==> src/rtl/alu_wide_seq.sv <==
// ---------------------------------------------------------------------------
// alu_wide_seq_defs_pkg
//   Opcode and function encodings shared by the 8-bit ALU and the 16-bit
//   sequencer that drives it. Function codes are interpreted per opcode class,
//   so the logic and shift functions deliberately reuse the same code points.
// ---------------------------------------------------------------------------
package alu_wide_seq_defs_pkg;

    localparam logic [1:0] opADD   = 2'b00;
    localparam logic [1:0] opLOGIC = 2'b01;
    localparam logic [1:0] opSHIFT = 2'b10;
    localparam logic [1:0] opPASS  = 2'b11;

    localparam logic [1:0] fnAND = 2'b00;
    localparam logic [1:0] fnOR  = 2'b01;
    localparam logic [1:0] fnXOR = 2'b10;
    localparam logic [1:0] fnNOT = 2'b11;

    // _X variants shift in a zero, _O variants shift in OVERFLOW_IN.
    localparam logic [1:0] fnSHIFTL_X = 2'b00;
    localparam logic [1:0] fnSHIFTL_O = 2'b01;
    localparam logic [1:0] fnSHIFTR_X = 2'b10;
    localparam logic [1:0] fnSHIFTR_O = 2'b11;

endpackage

// ---------------------------------------------------------------------------
// alu8
//   8-bit combinational ALU: add with carry, bitwise logic, one-bit shifts
//   and a pass-through.
// Ports:
//   op           in  2  operation class (opADD/opLOGIC/opSHIFT/opPASS)
//   func         in  2  function within the class
//   input_a      in  8  first operand / shift source
//   input_b      in  8  second operand
//   overflow_in  in  1  carry in for add, fill bit for _O shifts
//   flag_in      in  1  selects input_b on pass-through
//   result_out   out 8  result byte
//   overflow_out out 1  carry out of add, or the bit shifted out
//   flag_out     out 1  zero flag of result_out
// ---------------------------------------------------------------------------
module alu8
    import alu_wide_seq_defs_pkg::*;
(
    input  logic [1:0] op,
    input  logic [1:0] func,
    input  logic [7:0] input_a,
    input  logic [7:0] input_b,
    input  logic       overflow_in,
    input  logic       flag_in,
    output logic [7:0] result_out,
    output logic       overflow_out,
    output logic       flag_out
);

    logic [8:0] sum;

    always_comb begin
        sum          = '0;
        result_out   = '0;
        overflow_out = 1'b0;
        case (op)
            opADD: begin
                sum          = {1'b0, input_a} + {1'b0, input_b} + {8'b0, overflow_in};
                result_out   = sum[7:0];
                overflow_out = sum[8];
            end
            opLOGIC: begin
                case (func)
                    fnAND:   result_out = input_a & input_b;
                    fnOR:    result_out = input_a | input_b;
                    fnXOR:   result_out = input_a ^ input_b;
                    default: result_out = ~input_a;
                endcase
            end
            opSHIFT: begin
                case (func)
                    fnSHIFTL_X: begin
                        result_out   = {input_a[6:0], 1'b0};
                        overflow_out = input_a[7];
                    end
                    fnSHIFTL_O: begin
                        result_out   = {input_a[6:0], overflow_in};
                        overflow_out = input_a[7];
                    end
                    fnSHIFTR_X: begin
                        result_out   = {1'b0, input_a[7:1]};
                        overflow_out = input_a[0];
                    end
                    default: begin
                        result_out   = {overflow_in, input_a[7:1]};
                        overflow_out = input_a[0];
                    end
                endcase
            end
            default: begin
                result_out = flag_in ? input_b : input_a;
            end
        endcase
        flag_out = (result_out == 8'h00);
    end

endmodule

// ---------------------------------------------------------------------------
// alu_wide_seq
//   Multi-cycle helper that performs 16-bit add, subtract and multi-bit
//   logical shifts by running the 8-bit ALU over the low and high bytes in
//   successive cycles, chaining the ALU carry through a register.
// Ports:
//   CLK    in  1      clock, rising edge
//   RESET  in  1      synchronous active-high reset
//   START  in  1      command strobe, only honoured while idle
//   CMD    in  2      00 ADD16, 01 SUB16, 10 SHL16, 11 SHR16
//   OPA    in  16     operand A / shift source
//   OPB    in  16     operand B (ignored for shifts)
//   SHAMT  in  SHW    shift count (ignored for add/sub)
//   BUSY   out 1      high whenever not idle
//   DONE   out 1      one-cycle completion pulse
//   RESULT out 16     result, valid from DONE until the next accepted START
//   CARRY  out 1      final carry / last bit shifted out, held with RESULT
// ---------------------------------------------------------------------------
module alu_wide_seq
    import alu_wide_seq_defs_pkg::*;
#(
    parameter int SHW = 4
) (
    input  logic           CLK,
    input  logic           RESET,
    input  logic           START,
    input  logic [1:0]     CMD,
    input  logic [15:0]    OPA,
    input  logic [15:0]    OPB,
    input  logic [SHW-1:0] SHAMT,
    output logic           BUSY,
    output logic           DONE,
    output logic [15:0]    RESULT,
    output logic           CARRY
);

    localparam logic [1:0] CMD_ADD = 2'b00;
    localparam logic [1:0] CMD_SUB = 2'b01;
    localparam logic [1:0] CMD_SHL = 2'b10;
    localparam logic [1:0] CMD_SHR = 2'b11;

    typedef enum logic [1:0] {
        IDLE = 2'b00,
        LO   = 2'b01,
        HI   = 2'b10,
        FIN  = 2'b11
    } state_e;

    state_e         state_q;
    state_e         state_d;
    logic [1:0]     cmd_q;
    logic [15:0]    w_q;
    logic [15:0]    b_q;
    logic           carry_q;
    logic [SHW-1:0] count_q;
    logic [SHW-1:0] count_dec;
    logic [15:0]    result_q;
    logic           carry_out_q;

    logic [1:0]     alu_op;
    logic [1:0]     alu_func;
    logic [7:0]     alu_a;
    logic [7:0]     alu_b;
    logic           alu_ovf_in;
    logic [7:0]     alu_out;
    logic           alu_ovf_out;
    logic           alu_flag_unused;
    logic           write_hi_byte;
    logic           cmd_is_shift;

    assign cmd_is_shift = cmd_q[1];
    assign count_dec    = count_q - SHW'(1);

    alu8 u_alu (
        .op           (alu_op),
        .func         (alu_func),
        .input_a      (alu_a),
        .input_b      (alu_b),
        .overflow_in  (alu_ovf_in),
        .flag_in      (1'b0),
        .result_out   (alu_out),
        .overflow_out (alu_ovf_out),
        .flag_out     (alu_flag_unused)
    );

    // State register.
    always_ff @(posedge CLK) begin
        if (RESET) begin
            state_q <= IDLE;
        end else begin
            state_q <= state_d;
        end
    end

    // Next-state logic. A shift of zero skips the byte passes entirely; shifts
    // loop LO/HI once per bit, the count being decremented in HI.
    always_comb begin
        state_d = state_q;
        case (state_q)
            IDLE: begin
                if (START) begin
                    if (CMD[1] && (SHAMT == '0)) begin
                        state_d = FIN;
                    end else begin
                        state_d = LO;
                    end
                end
            end
            LO: state_d = HI;
            HI: begin
                if (!cmd_is_shift || (count_dec == '0)) begin
                    state_d = FIN;
                end else begin
                    state_d = LO;
                end
            end
            FIN:     state_d = IDLE;
            default: state_d = IDLE;
        endcase
    end

    // ALU drive. Left shifts and arithmetic start from the low byte so the
    // carry propagates upward; right shifts start from the high byte so the
    // bit leaving the high byte is fed into the top of the low byte.
    always_comb begin
        alu_op        = opADD;
        alu_func      = fnSHIFTL_X;
        alu_a         = 8'h00;
        alu_b         = 8'h00;
        alu_ovf_in    = 1'b0;
        write_hi_byte = 1'b0;
        case (state_q)
            LO: begin
                case (cmd_q)
                    CMD_ADD, CMD_SUB: begin
                        alu_a      = w_q[7:0];
                        alu_b      = b_q[7:0];
                        alu_ovf_in = (cmd_q == CMD_SUB);
                    end
                    CMD_SHL: begin
                        alu_op   = opSHIFT;
                        alu_func = fnSHIFTL_X;
                        alu_a    = w_q[7:0];
                    end
                    default: begin
                        alu_op        = opSHIFT;
                        alu_func      = fnSHIFTR_X;
                        alu_a         = w_q[15:8];
                        write_hi_byte = 1'b1;
                    end
                endcase
            end
            HI: begin
                alu_ovf_in = carry_q;
                case (cmd_q)
                    CMD_ADD, CMD_SUB: begin
                        alu_a         = w_q[15:8];
                        alu_b         = b_q[15:8];
                        write_hi_byte = 1'b1;
                    end
                    CMD_SHL: begin
                        alu_op        = opSHIFT;
                        alu_func      = fnSHIFTL_O;
                        alu_a         = w_q[15:8];
                        write_hi_byte = 1'b1;
                    end
                    default: begin
                        alu_op   = opSHIFT;
                        alu_func = fnSHIFTR_O;
                        alu_a    = w_q[7:0];
                    end
                endcase
            end
            default: begin
                alu_op = opADD;
            end
        endcase
    end

    // Datapath registers. Subtraction is done as A + ~B + 1, so B is stored
    // inverted and the +1 enters as the low-byte carry in.
    always_ff @(posedge CLK) begin
        if (RESET) begin
            cmd_q       <= CMD_ADD;
            w_q         <= '0;
            b_q         <= '0;
            carry_q     <= 1'b0;
            count_q     <= '0;
            result_q    <= '0;
            carry_out_q <= 1'b0;
        end else begin
            case (state_q)
                IDLE: begin
                    if (START) begin
                        cmd_q   <= CMD;
                        w_q     <= OPA;
                        b_q     <= (CMD == CMD_SUB) ? ~OPB : OPB;
                        count_q <= SHAMT;
                        carry_q <= 1'b0;
                    end
                end
                LO, HI: begin
                    if (write_hi_byte) begin
                        w_q[15:8] <= alu_out;
                    end else begin
                        w_q[7:0] <= alu_out;
                    end
                    carry_q <= alu_ovf_out;
                    if ((state_q == HI) && cmd_is_shift) begin
                        count_q <= count_dec;
                    end
                end
                default: begin
                    result_q    <= w_q;
                    carry_out_q <= carry_q;
                end
            endcase
        end
    end

    // During FIN the result register is only being loaded, so the outputs
    // bypass it with the work register to make RESULT valid alongside DONE.
    always_comb begin
        BUSY   = (state_q != IDLE);
        DONE   = (state_q == FIN);
        RESULT = (state_q == FIN) ? w_q : result_q;
        CARRY  = (state_q == FIN) ? carry_q : carry_out_q;
    end

endmodule
==> config.mk <==
export PLATFORM = sky130hd
export DESIGN_NAME = alu_wide_seq
export DESIGN_NICKNAME = d
export VERILOG_FILES = /design/src/rtl/alu_wide_seq.sv
export SDC_FILE = /design/constraint.sdc
export NUM_CORES = 1
export LEC_CHECK = 0
export BUFFER_PORTS_ARGS = -buffer_cell sky130_fd_sc_hd__buf_2
export CORE_MARGIN = 1
export CORE_UTILIZATION = 40
export CTS_BUF_LIST = sky130_fd_sc_hd__clkbuf_4
export CTS_CLUSTER_DIAMETER = 100
export DETAILED_ROUTE_END_ITERATION = 10
export GPL_TIMING_DRIVEN = 0
export PLACE_DENSITY = 0.58
export SLEW_MARGIN = 40
export SYNTH_ARGS = -nofsm -noshare
export SYNTH_HDL_FRONTEND = slang
export SYNTH_SLANG_ARGS = --single-unit
==> constraint.sdc <==
create_clock -name CLK -period 3.5 [get_ports CLK]
set_clock_uncertainty 0.15 [all_clocks]
set_input_delay 0.7 -clock CLK [delete_from_list [all_inputs] [get_ports CLK]]
set_output_delay 0.7 -clock CLK [all_outputs]
set_load 0.01 [all_outputs]
==> results.py, run 1 <==
metrics = {
    "detailed_routing": {
        "wl_mm": 10.2,
        "antenna_left": 0,
        "avgRoutedWirePerCell_um": 17.2,
        "via_per_inst": 5.68,
        "drc": 0,
        "drtIter0Drc": 238,
        "drtPass1Iterations": 5,
        "vias": 3381,
    },
    "global_routing": {
        "grt_max_degree": 11,
        "grt_pass1_vias": 3308,
        "antenna_found_initial": 0,
        "grtUsageTotal": 0.221,
        "grt_overflow_total": 0,
        "grt_pass1_wl_mm": 16.5,
    },
    "worst_setup_path": {
        "cpLargestDelayFamily": "compound AO/OA/AOI/OAI gates",
        "r2r-end": "w_q[6]",
        "max_stage_delay_ns": 0.40,
        "crit_slowest_cell": "dfxtp_4",
        "critPathBufInv": 2,
        "end_kind": "register",
        "worst-setup-path-type": "register to register",
        "cp.arrival_ns": 3.45,
        "crit_path_cell_trace": "inv_1 -> ha_2 -> mux2_4 -> a22o_2 -> and2_1 -> ha_1 -> clkbuf_1 -> nor2_1 -> a311oi_1 -> nand3_1 -> a22oi_1 -> o32ai_1",
        "timing.rr.start": "state_q[0]",
        "startpoint_type": "register",
        "reg2reg_depth": 12,
        "ff2ff_setup_slack_ns": 0.19,
        "path_max_fanout": 8,
        "crit_required_ns": 3.64,
    },
    "logic_synthesis": {
        "synth_warnings": 0,
        "synth_area_leaders": "dfxtp_1 32%, a211oi_1 5.6%, nor2_1 5.5%",
        "synthesis.area_um2": 3600,
        "async_reset_ff_frac": 0,
        "synth_top_area_frac": 0.322,
        "synth_edf_count": 0,
        "synthFlopType": "dfxtp_1",
        "syn_nets": 470,
        "yosysTopAreaCell": "dfxtp_1",
        "synthCells": 414,
        "synth_cell_types": 63,
        "syn_avg_cell_area_um2": 8.70,
        "ys_seq_elements": 58,
        "ys_seq_area_frac": 0.322,
    },
    "pwr": {
        "p_leak_nw": 1.71,
        "irDropWorstVdd_uv": 230,
        "powerDensity_nw_per_um2": 734,
        "power.total_mw": 3.08,
        "p_sw_mw": 1.44,
        "pwr-share-clk": 0.131,
        "pwr-share-seq": 0.324,
        "swShare": 0.467,
        "pwr-share-comb": 0.545,
        "p_int_mw": 1.64,
    },
    "final_layout": {
        "insertedDiodeCount": 0,
        "areaGrowthSynthToFinish_pct": 16.7,
        "mostFrequentLayoutCell": "buf_2",
        "final_nets": 539,
        "fillers": 890,
        "final_cell_mix": "66 x buf_2, 56 x dfxtp_1, 53 x nor2_1, 26 x a211oi_1, 22 x nor2b_1",
        "drive_above_1_share": 0.261,
    },
    "floorplan": {
        "fp.coreArea_um2": 8720,
        "die_w_um": 96.9,
        "io_pins": 60,
        "start_util": 0.413,
        "dieArea_um2": 9390,
        "dieHeight_um": 96.9,
        "rows": 34,
    },
    "outcome": {
        "status": "finished clean",
    },
    "job": {
        "drv_cap": 0,
    },
    "sta": {
        "worst_pin_slew_ns": 0.749,
        "finalHoldViolCount": 0,
        "max_freq_mhz": 302,
        "worst_slack_ns": 0.189,
        "slew_headroom": 0.498,
        "report.final.slew_viol_count": 0,
        "finalSetupViolCount": 0,
        "grt_setup_unrepaired": "no",
        "fin_crit_sh": 0.946,
        "fin_crit_ns": 3.31,
    },
    "placement": {
        "place_congestion": 0.882,
        "pre_cts_ws_ns": -0.595,
        "io_buffers": 59,
        "dp_hpwl_mm": 7.73,
    },
    "cts": {
        "clkSlewWorstSetupHoldPaths_ns": 0.11,
        "cts_root_buf": "clkbuf_4",
        "cts_buffers": 9,
        "htree_levels": 3,
        "clock_sinks": 58,
        "cts_tree": "done",
        "cts_setup_buffers": 0,
        "worstSkewPairLatency_ns": 0.42,
        "clockBufferDepth": 2,
    },
    "hold_path": {
        "min_path_type": "register to register",
        "min_from": "b_q[9]",
        "min_to": "b_q[9]",
        "hold_depth": 2,
    },
}
[flip-flops by register name, summed over array words and instances (netlist names)]
name and flops:
b_q 16, cmd_q 2, carry_q 1, w_q 16, carry_out_q 1, result_q 16, count_q 4, state_q 2
[through the flow]
| stage | hold WS, ns | util | instance area (um2) | TNS (ns) | cells |
|---|---|---|---|---|---|
| final | 0.355 | 0.482 | 4200 | 0 | 595 |
| after global routing | 0.365 | 0.482 | 4200 | 0 | 595 |
| after CTS | 0.350 | 0.478 | 4170 | 0 | 595 |
| after detailed placement | 0.331 | 0.462 | 4030 | -4.43 | 581 |
| after global placement | 0.327 | 0.462 | 4030 | -4.04 | 581 |
| after floorplan | 0.304 | - | 3600 | 0 | 414 |
[power by group through the flow]
stage | Combinational (mW) | Clock [mW] | Sequential, mW
2_1_floorplan | 1.19 | 0 | 0.958
3_3_place_gp | 1.57 | 0 | 1.00
3_5_place_dp | 1.59 | 0 | 1.01
4_1_cts | 1.62 | 0.412 | 0.997
5_1_grt | 1.84 | 0.441 | 1.02
6_report | 1.68 | 0.404 | 1.00
[cells by family after synthesis]
family                     Yosys count  share of synthesized area
adders and majority gates           15                     0.0563
AOI/OAI and AO/OA                  129                      0.275
and+or+nand+nor                    129                      0.181
buffers and inverters               43                     0.0535
DFF                                 58                      0.322
muxes                               21                     0.0656
xor gates and xnor gates            19                     0.0462
[area by class of cell]
| class | count | area (um2) | area share |
|---|---|---|---|
| inverters | 13 | 50.0 | 0.0119 |
| plain buffers | 29 | 155 | 0.0369 |
| clock buffers | 9 | 67.6 | 0.0161 |
| flip-flops and latches | 58 | 1170 | 0.277 |
| well taps | 108 | 135 | 0.0321 |
| repair buffers | 59 | 295 | 0.0702 |
| clock inverters | 6 | 35.0 | 0.00833 |
| multi-input cells | 313 | 2300 | 0.547 |
[worst register-to-register path: cells and delay by family, from the launching register on]
| family | cells | cell delay (ns) |
|---|---|---|
| AO/OA/AOI/OAI | 4 | 0.93 |
| AND/OR/NAND/NOR | 3 | 0.50 |
| adder cells (fa/ha/maj) | 2 | 0.54 |
| buffers and inverters | 2 | 0.35 |
| multiplexers | 1 | 0.33 |
| flip-flops | 1 | 0.40 |
[synth_stat cells, types with 7 or more instances]
cell and n:
nand2_1 10, a211oi_1 27, xnor2_1 19, ha_1 13, nor2_1 53, and2_1 9, inv_1 11, a22oi_1 12
dfxtp_1 58, nand3_1 7, a22o_1 7, mux2_2 17, clkbuf_1 16, a21oi_1 21, buf_2 7, nor2b_1 22
o21ai_0 11, nor3_1 7
[worst max path at each step]
stage / endpoint / slack (ns) / cells after the start / from
finish: w_q[6] / 0.19 / 12 / state_q[0]
global route: w_q[6] / 0.02 / 12 / state_q[0]
CTS: w_q[4] / 0.008 / 13 / state_q[0]
detailed placement: w_q[4] / -0.60 / 14 / state_q[0]
global placement: w_q[4] / -0.57 / 14 / state_q[0]
floorplan: w_q[4] / 0.09 / 14 / state_q[0]
[timing repair]
item / in CTS / in global routing
setup endpoints to repair: 15 / 9
pin swaps: 2 / 4
resized for setup: 15 / 14
hold buffers: 0 / 0
[per-layer routing]
| metal | up-vias | global-route usage | part of all wire |
|---|---|---|---|
| met1 | 1607 | 0.280 | 0.48 |
| met5 | - | 0 | 0 |
| li1 | 1669 | - | - |
| met3 | 10 | 0.0477 | 0.041 |
| met2 | 95 | 0.373 | 0.47 |
| met4 | 0 | 0.0700 | 0.019 |
Note: power is estimated with default switching activity, not from simulation.
==> run 2, diff against run 1 <==
--- a/config.mk
+++ b/config.mk
@@ -12,7 +12,7 @@
 export CTS_CLUSTER_DIAMETER = 100
 export DETAILED_ROUTE_END_ITERATION = 10
 export GPL_TIMING_DRIVEN = 0
-export PLACE_DENSITY = 0.58
+export PLACE_DENSITY = 0.7
 export SLEW_MARGIN = 40
 export SYNTH_ARGS = -nofsm -noshare
 export SYNTH_HDL_FRONTEND = slang
==> results.py, run 2 (synthesized netlist as in run 1, its figures left out) <==
metrics = {
    "cts": {
        "ctsHoldBuffers": 0,
        "cts_buffers": 9,
        "htree_levels": 3,
        "worstSkewPairLatency_ns": 0.43,
        "cts_root_buf": "clkbuf_4",
        "clkSlewWorstSetupHoldPaths_ns": 0.12,
        "cts_tree": "done",
        "clock_sinks": 58,
        "clockBufferDepth": 2,
    },
    "worst_setup_path": {
        "timing.rr.start": "state_q[0]",
        "reg2reg_depth": 15,
        "cp.arrival_ns": 3.56,
        "r2r-end": "carry_q",
        "ff2ff_setup_slack_ns": 0.10,
        "worst-setup-path-type": "register to register",
        "startpoint_type": "register",
        "end_kind": "register",
        "path_max_fanout": 10,
        "crit_required_ns": 3.67,
    },
    "sta": {
        "report.final.slew_viol_count": 0,
        "slew_headroom": 0.484,
        "finalHoldViolCount": 0,
        "fin_crit_ns": 3.40,
        "grt_setup_unrepaired": "no",
        "worst_pin_slew_ns": 0.769,
        "max_freq_mhz": 295,
        "fin_crit_sh": 0.970,
        "whs_ns": 0.357,
        "finalSetupViolCount": 0,
    },
    "detailed_routing": {
        "via_per_inst": 5.78,
        "avgRoutedWirePerCell_um": 16.7,
        "wl_mm": 9.98,
        "drtIter0Drc": 219,
        "vias": 3461,
        "antenna_left": 0,
        "drc": 0,
        "drtPass1Iterations": 5,
    },
    "final_layout": {
        "mostFrequentLayoutCell": "buf_2",
        "insertedDiodeCount": 0,
        "drive_above_1_share": 0.273,
        "final_nets": 542,
        "areaGrowthSynthToFinish_pct": 21.0,
        "reg_top3": "b_q x16, result_q x16, w_q x16",
        "final_cell_mix": "66 x buf_2, 56 x dfxtp_1, 53 x nor2_1, 26 x a211oi_1, 22 x nor2b_1",
    },
    "job": {
        "drv_cap": 0,
    },
    "hold_path": {
        "min_to": "b_q[9]",
        "min_path_type": "register to register",
        "min_from": "b_q[9]",
        "hold_depth": 2,
    },
    "outcome": {
        "status": "finished clean",
    },
    "floorplan": {
        "start_util": 0.413,
        "dieHeight_um": 96.9,
        "dieArea_um2": 9390,
        "die_w_um": 96.9,
        "io_pins": 60,
        "rows": 34,
        "fp.coreArea_um2": 8720,
    },
    "global_routing": {
        "grt_pass1_wl_mm": 16.5,
        "antenna_found_initial": 0,
        "grtUsageTotal": 0.219,
        "grt_overflow_total": 0,
        "grt_max_degree": 20,
        "grt_pass1_vias": 3387,
    },
    "pwr": {
        "irDropWorstVdd_uv": 284,
        "powerDensity_nw_per_um2": 780,
        "p_leak_nw": 1.79,
        "power.total_mw": 3.40,
    },
    "placement": {
        "io_buffers": 59,
        "dp_hpwl_mm": 7.52,
        "place_congestion": 0.931,
    },
}
-- run 2: changes by cell type in the layout (fill, tap and decap cells not counted), sizes merged --
cell      change
clkinvlp      -2
buf           +6
clkbuf        -3
bufinv        +3
clkinv        -1
inv           +1
-- run 2: cell type report --
class | instances | area, um2
Fill cell | 819 | 4360
Multi-Input combinational cell | 313 | 2340
Sequential cell | 58 | 1170
Timing Repair Buffer | 63 | 325
Buffer | 28 | 148
Tap cell | 108 | 135
Clock inverter | 7 | 125
Clock buffer | 9 | 67.6
Inverter | 13 | 50.0
-- run 2: worst max-delay path by stage --
stage	startpoint	cells after the start	end
2_1_floorplan	state_q[0]	14	w_q[4]
3_3_place_gp	state_q[0]	14	w_q[4]
3_5_place_dp	state_q[0]	14	w_q[12]
4_1_cts	state_q[1]	14	w_q[12]
5_1_grt	state_q[0]	15	carry_q
6_report	state_q[0]	15	carry_q
-- run 2: where the power goes --
group          switching [mW]  internal, mW
combinational            1.04         0.699
clock                   0.288         0.367
sequential              0.153         0.850
-- run 2: repair_timing --
| item | 4_1_cts | 5_1_grt |
|---|---|---|
| setup buffers | 0 | 4 |
| setup endpoints to repair | 15 | 9 |
| pin swaps | 0 | 3 |
| endpoints found under the hold margin | 0 | 0 |
| resized for setup | 12 | 23 |
-- run 2: worst max-delay path, stage by stage (launching register included) --
cell and delay (ns):
dfxtp_4 0.37, buf_4 0.14, ha_4 0.17, buf_4 0.17
buf_4 0.18, a32o_1 0.26, nand2_1 0.07, fa_1 0.18
inv_1 0.06, fa_2 0.37, a211oi_4 0.32, buf_4 0.17
o21ai_0 0.08, o211a_1 0.15, a2111oi_1 0.33, o31ai_1 0.13
-- run 2: through the flow --
stage | TNS [ns] | area [um2] | worst slack (ns) | std cells | utilization
finish | 0 | 4360 | 0.105 | 599 | 0.500
global route | 0 | 4360 | 0.00722 | 599 | 0.500
CTS | 0 | 4240 | 0.0234 | 595 | 0.487
detailed placement | -5.41 | 4030 | -0.621 | 581 | 0.462
global placement | -3.76 | 4030 | -0.519 | 581 | 0.462
floorplan | 0 | 3600 | 0.0855 | 414 | -
-- run 2: layer usage --
layer	GRT usage	up-vias	routed length, um
met3	0.0564	27	664
met5	0	-	0
met4	0.0884	0	279
met1	0.275	1613	4420
met2	0.358	139	4620
li1	-	1682	-
==> run 3, diff against run 2 <==
--- a/config.mk
+++ b/config.mk
@@ -13,6 +13,7 @@
 export DETAILED_ROUTE_END_ITERATION = 10
 export GPL_TIMING_DRIVEN = 0
 export PLACE_DENSITY = 0.7
+export RECOVER_POWER = 25
 export SLEW_MARGIN = 40
 export SYNTH_ARGS = -nofsm -noshare
 export SYNTH_HDL_FRONTEND = slang
==> results.py, run 3 (synthesized netlist as in run 1, its figures left out) <==
metrics = {
    "sta": {
        "max_freq_mhz": 297,
        "report.final.slew_viol_count": 8,
        "slew_headroom": -0.162,
        "worst_pin_slew_ns": 1.70,
        "fin_crit_sh": 0.963,
        "fin_crit_ns": 3.37,
        "whs_ns": 0.358,
        "grt_setup_unrepaired": "no",
        "finalHoldViolCount": 0,
        "finalSetupViolCount": 0,
    },
    "pwr": {
        "swShare": 0.436,
        "p_sw_mw": 1.47,
        "pwr-share-clk": 0.195,
        "powerDensity_nw_per_um2": 776,
        "p_int_mw": 1.90,
        "p_leak_nw": 1.78,
        "irDropWorstVdd_uv": 280,
        "power.total_mw": 3.37,
        "pwr-share-comb": 0.508,
        "pwr-share-seq": 0.298,
    },
    "worst_setup_path": {
        "crit_required_ns": 3.67,
        "max_stage_delay_ns": 0.38,
        "path_common_cell": "buf_4",
        "crit_slowest_cell": "fa_2",
        "cp.arrival_ns": 3.54,
        "end_kind": "register",
        "worst-setup-path-type": "register to register",
        "path_max_fanout": 10,
        "startpoint_type": "register",
        "crit_path_cell_trace": "buf_4 -> ha_4 -> buf_4 -> a222oi_1 -> a21oi_2 -> nand2_1 -> fa_1 -> inv_1 -> fa_2 -> a211oi_4 -> buf_4 -> o21ai_0 -> o211a_1 -> a2111oi_1 -> o31ai_1",
    },
    "outcome": {
        "status": "complete, but fails checks",
        "violations": "max-capacitance violations, max-slew violations",
    },
    "floorplan": {
        "start_util": 0.413,
        "io_pins": 60,
        "rows": 34,
        "dieHeight_um": 96.9,
        "fp.coreArea_um2": 8720,
        "dieArea_um2": 9390,
        "die_w_um": 96.9,
    },
    "final_layout": {
        "reg_top3": "b_q x16, result_q x16, w_q x16",
        "drive_above_1_share": 0.269,
        "areaGrowthSynthToFinish_pct": 20.4,
        "fillers": 824,
        "insertedDiodeCount": 0,
        "final_nets": 542,
        "mostFrequentLayoutCell": "buf_2",
        "final_cell_mix": "66 x buf_2, 56 x dfxtp_1, 53 x nor2_1, 26 x a211oi_1, 22 x nor2b_1",
    },
    "placement": {
        "place_congestion": 0.931,
        "io_buffers": 59,
        "dp_hpwl_mm": 7.52,
    },
    "cts": {
        "ctsHoldBuffers": 0,
        "clockBufferDepth": 2,
        "clock_sinks": 58,
        "clkSlewWorstSetupHoldPaths_ns": 0.12,
        "cts_tree": "done",
        "worstSkewPairLatency_ns": 0.43,
        "cts_root_buf": "clkbuf_4",
        "htree_levels": 3,
        "cts_buffers": 9,
    },
    "job": {
        "drv_cap": 1,
    },
    "detailed_routing": {
        "drtPass1Iterations": 6,
        "antenna_left": 0,
        "drtIter0Drc": 261,
        "via_per_inst": 5.80,
        "vias": 3476,
        "avgRoutedWirePerCell_um": 16.7,
        "wl_mm": 9.99,
        "drc": 0,
    },
    "global_routing": {
        "grt_overflow_total": 0,
        "grtUsageTotal": 0.219,
        "antenna_found_initial": 0,
        "grt_pass1_wl_mm": 16.5,
        "grt_pass1_vias": 3387,
        "grt_max_degree": 20,
    },
    "hold_path": {
        "min_path_type": "register to register",
    },
}
## run 3: cell count changes in the layout (fill, tap and decap cells not counted)
cell       before  now
a2111oi_4       1    0
buf_4          10    9
buf_1           2    1
a2111oi_0       2    3
clkbuf_1       11   13
## run 3: final timing paths
check / start / to / slack, ns / cells after the start
hold / removal: b_q[9] / b_q[9] / 0.36 / 2
setup reg to reg: state_q[0] / carry_q / 0.13 / 15
hold reg to reg: b_q[9] / b_q[9] / 0.36 / 2
setup / recovery: state_q[0] / carry_q / 0.13 / 15
## run 3: cell type report
| type | count | area (um2) | area share |
|---|---|---|---|
| sequential | 58 | 1170 | 0.270 |
| clock inverter | 7 | 125 | 0.0289 |
| timing repair buffer | 63 | 322 | 0.0742 |
| buffer | 28 | 148 | 0.0341 |
| multi-input combinational | 313 | 2320 | 0.535 |
| inverter | 13 | 50.0 | 0.0115 |
| clock buffer | 9 | 67.6 | 0.0156 |
| tap | 108 | 135 | 0.0312 |
## run 3: power by group through the flow
| stage | logic, mW | registers, mW | clock network (mW) |
|---|---|---|---|
| after CTS | 1.60 | 0.996 | 0.664 |
| final | 1.71 | 1.00 | 0.655 |
| after floorplan | 1.19 | 0.958 | 0 |
| after global placement | 1.53 | 0.999 | 0 |
| after detailed placement | 1.57 | 1.01 | 0 |
| after global routing | 1.88 | 1.03 | 0.699 |
## run 3: worst max-delay path, delay by kind of cell (launching register included)
family	cells	cell delay (ns)
compound gates	7	1.38
fa+ha+maj	3	0.74
buf+inv	4	0.52
flops	1	0.36
simple gates	1	0.12
## run 3: routing by layer
metal  GRT usage  vias up  wire (um)
li1            -     1677          -
met1       0.275     1626       4340
met2       0.358      154       4740
met5           0        -          0
met4      0.0884        0        228
met3      0.0564       19        674
## run 3: metrics by stage
stage	cell area, um2	worst slack, ns	setup TNS, ns	utilization	std cells
after global routing	4340	0.0164	0	0.497	599
after global placement	4030	-0.519	-3.76	0.462	581
after CTS	4240	0.0234	0	0.487	595
after floorplan	3600	0.0855	0	-	414
after detailed placement	4030	-0.621	-5.41	0.462	581
final	4340	0.130	0	0.497	599
## run 3: timing repair
| item | CTS | global route |
|---|---|---|
| endpoints found under the hold margin | 0 | 0 |
| setup buffers | 0 | 4 |
| endpoints found under the setup margin | 15 | 9 |
| pin swaps | 0 | 3 |
| gates resized for setup | 12 | 23 |
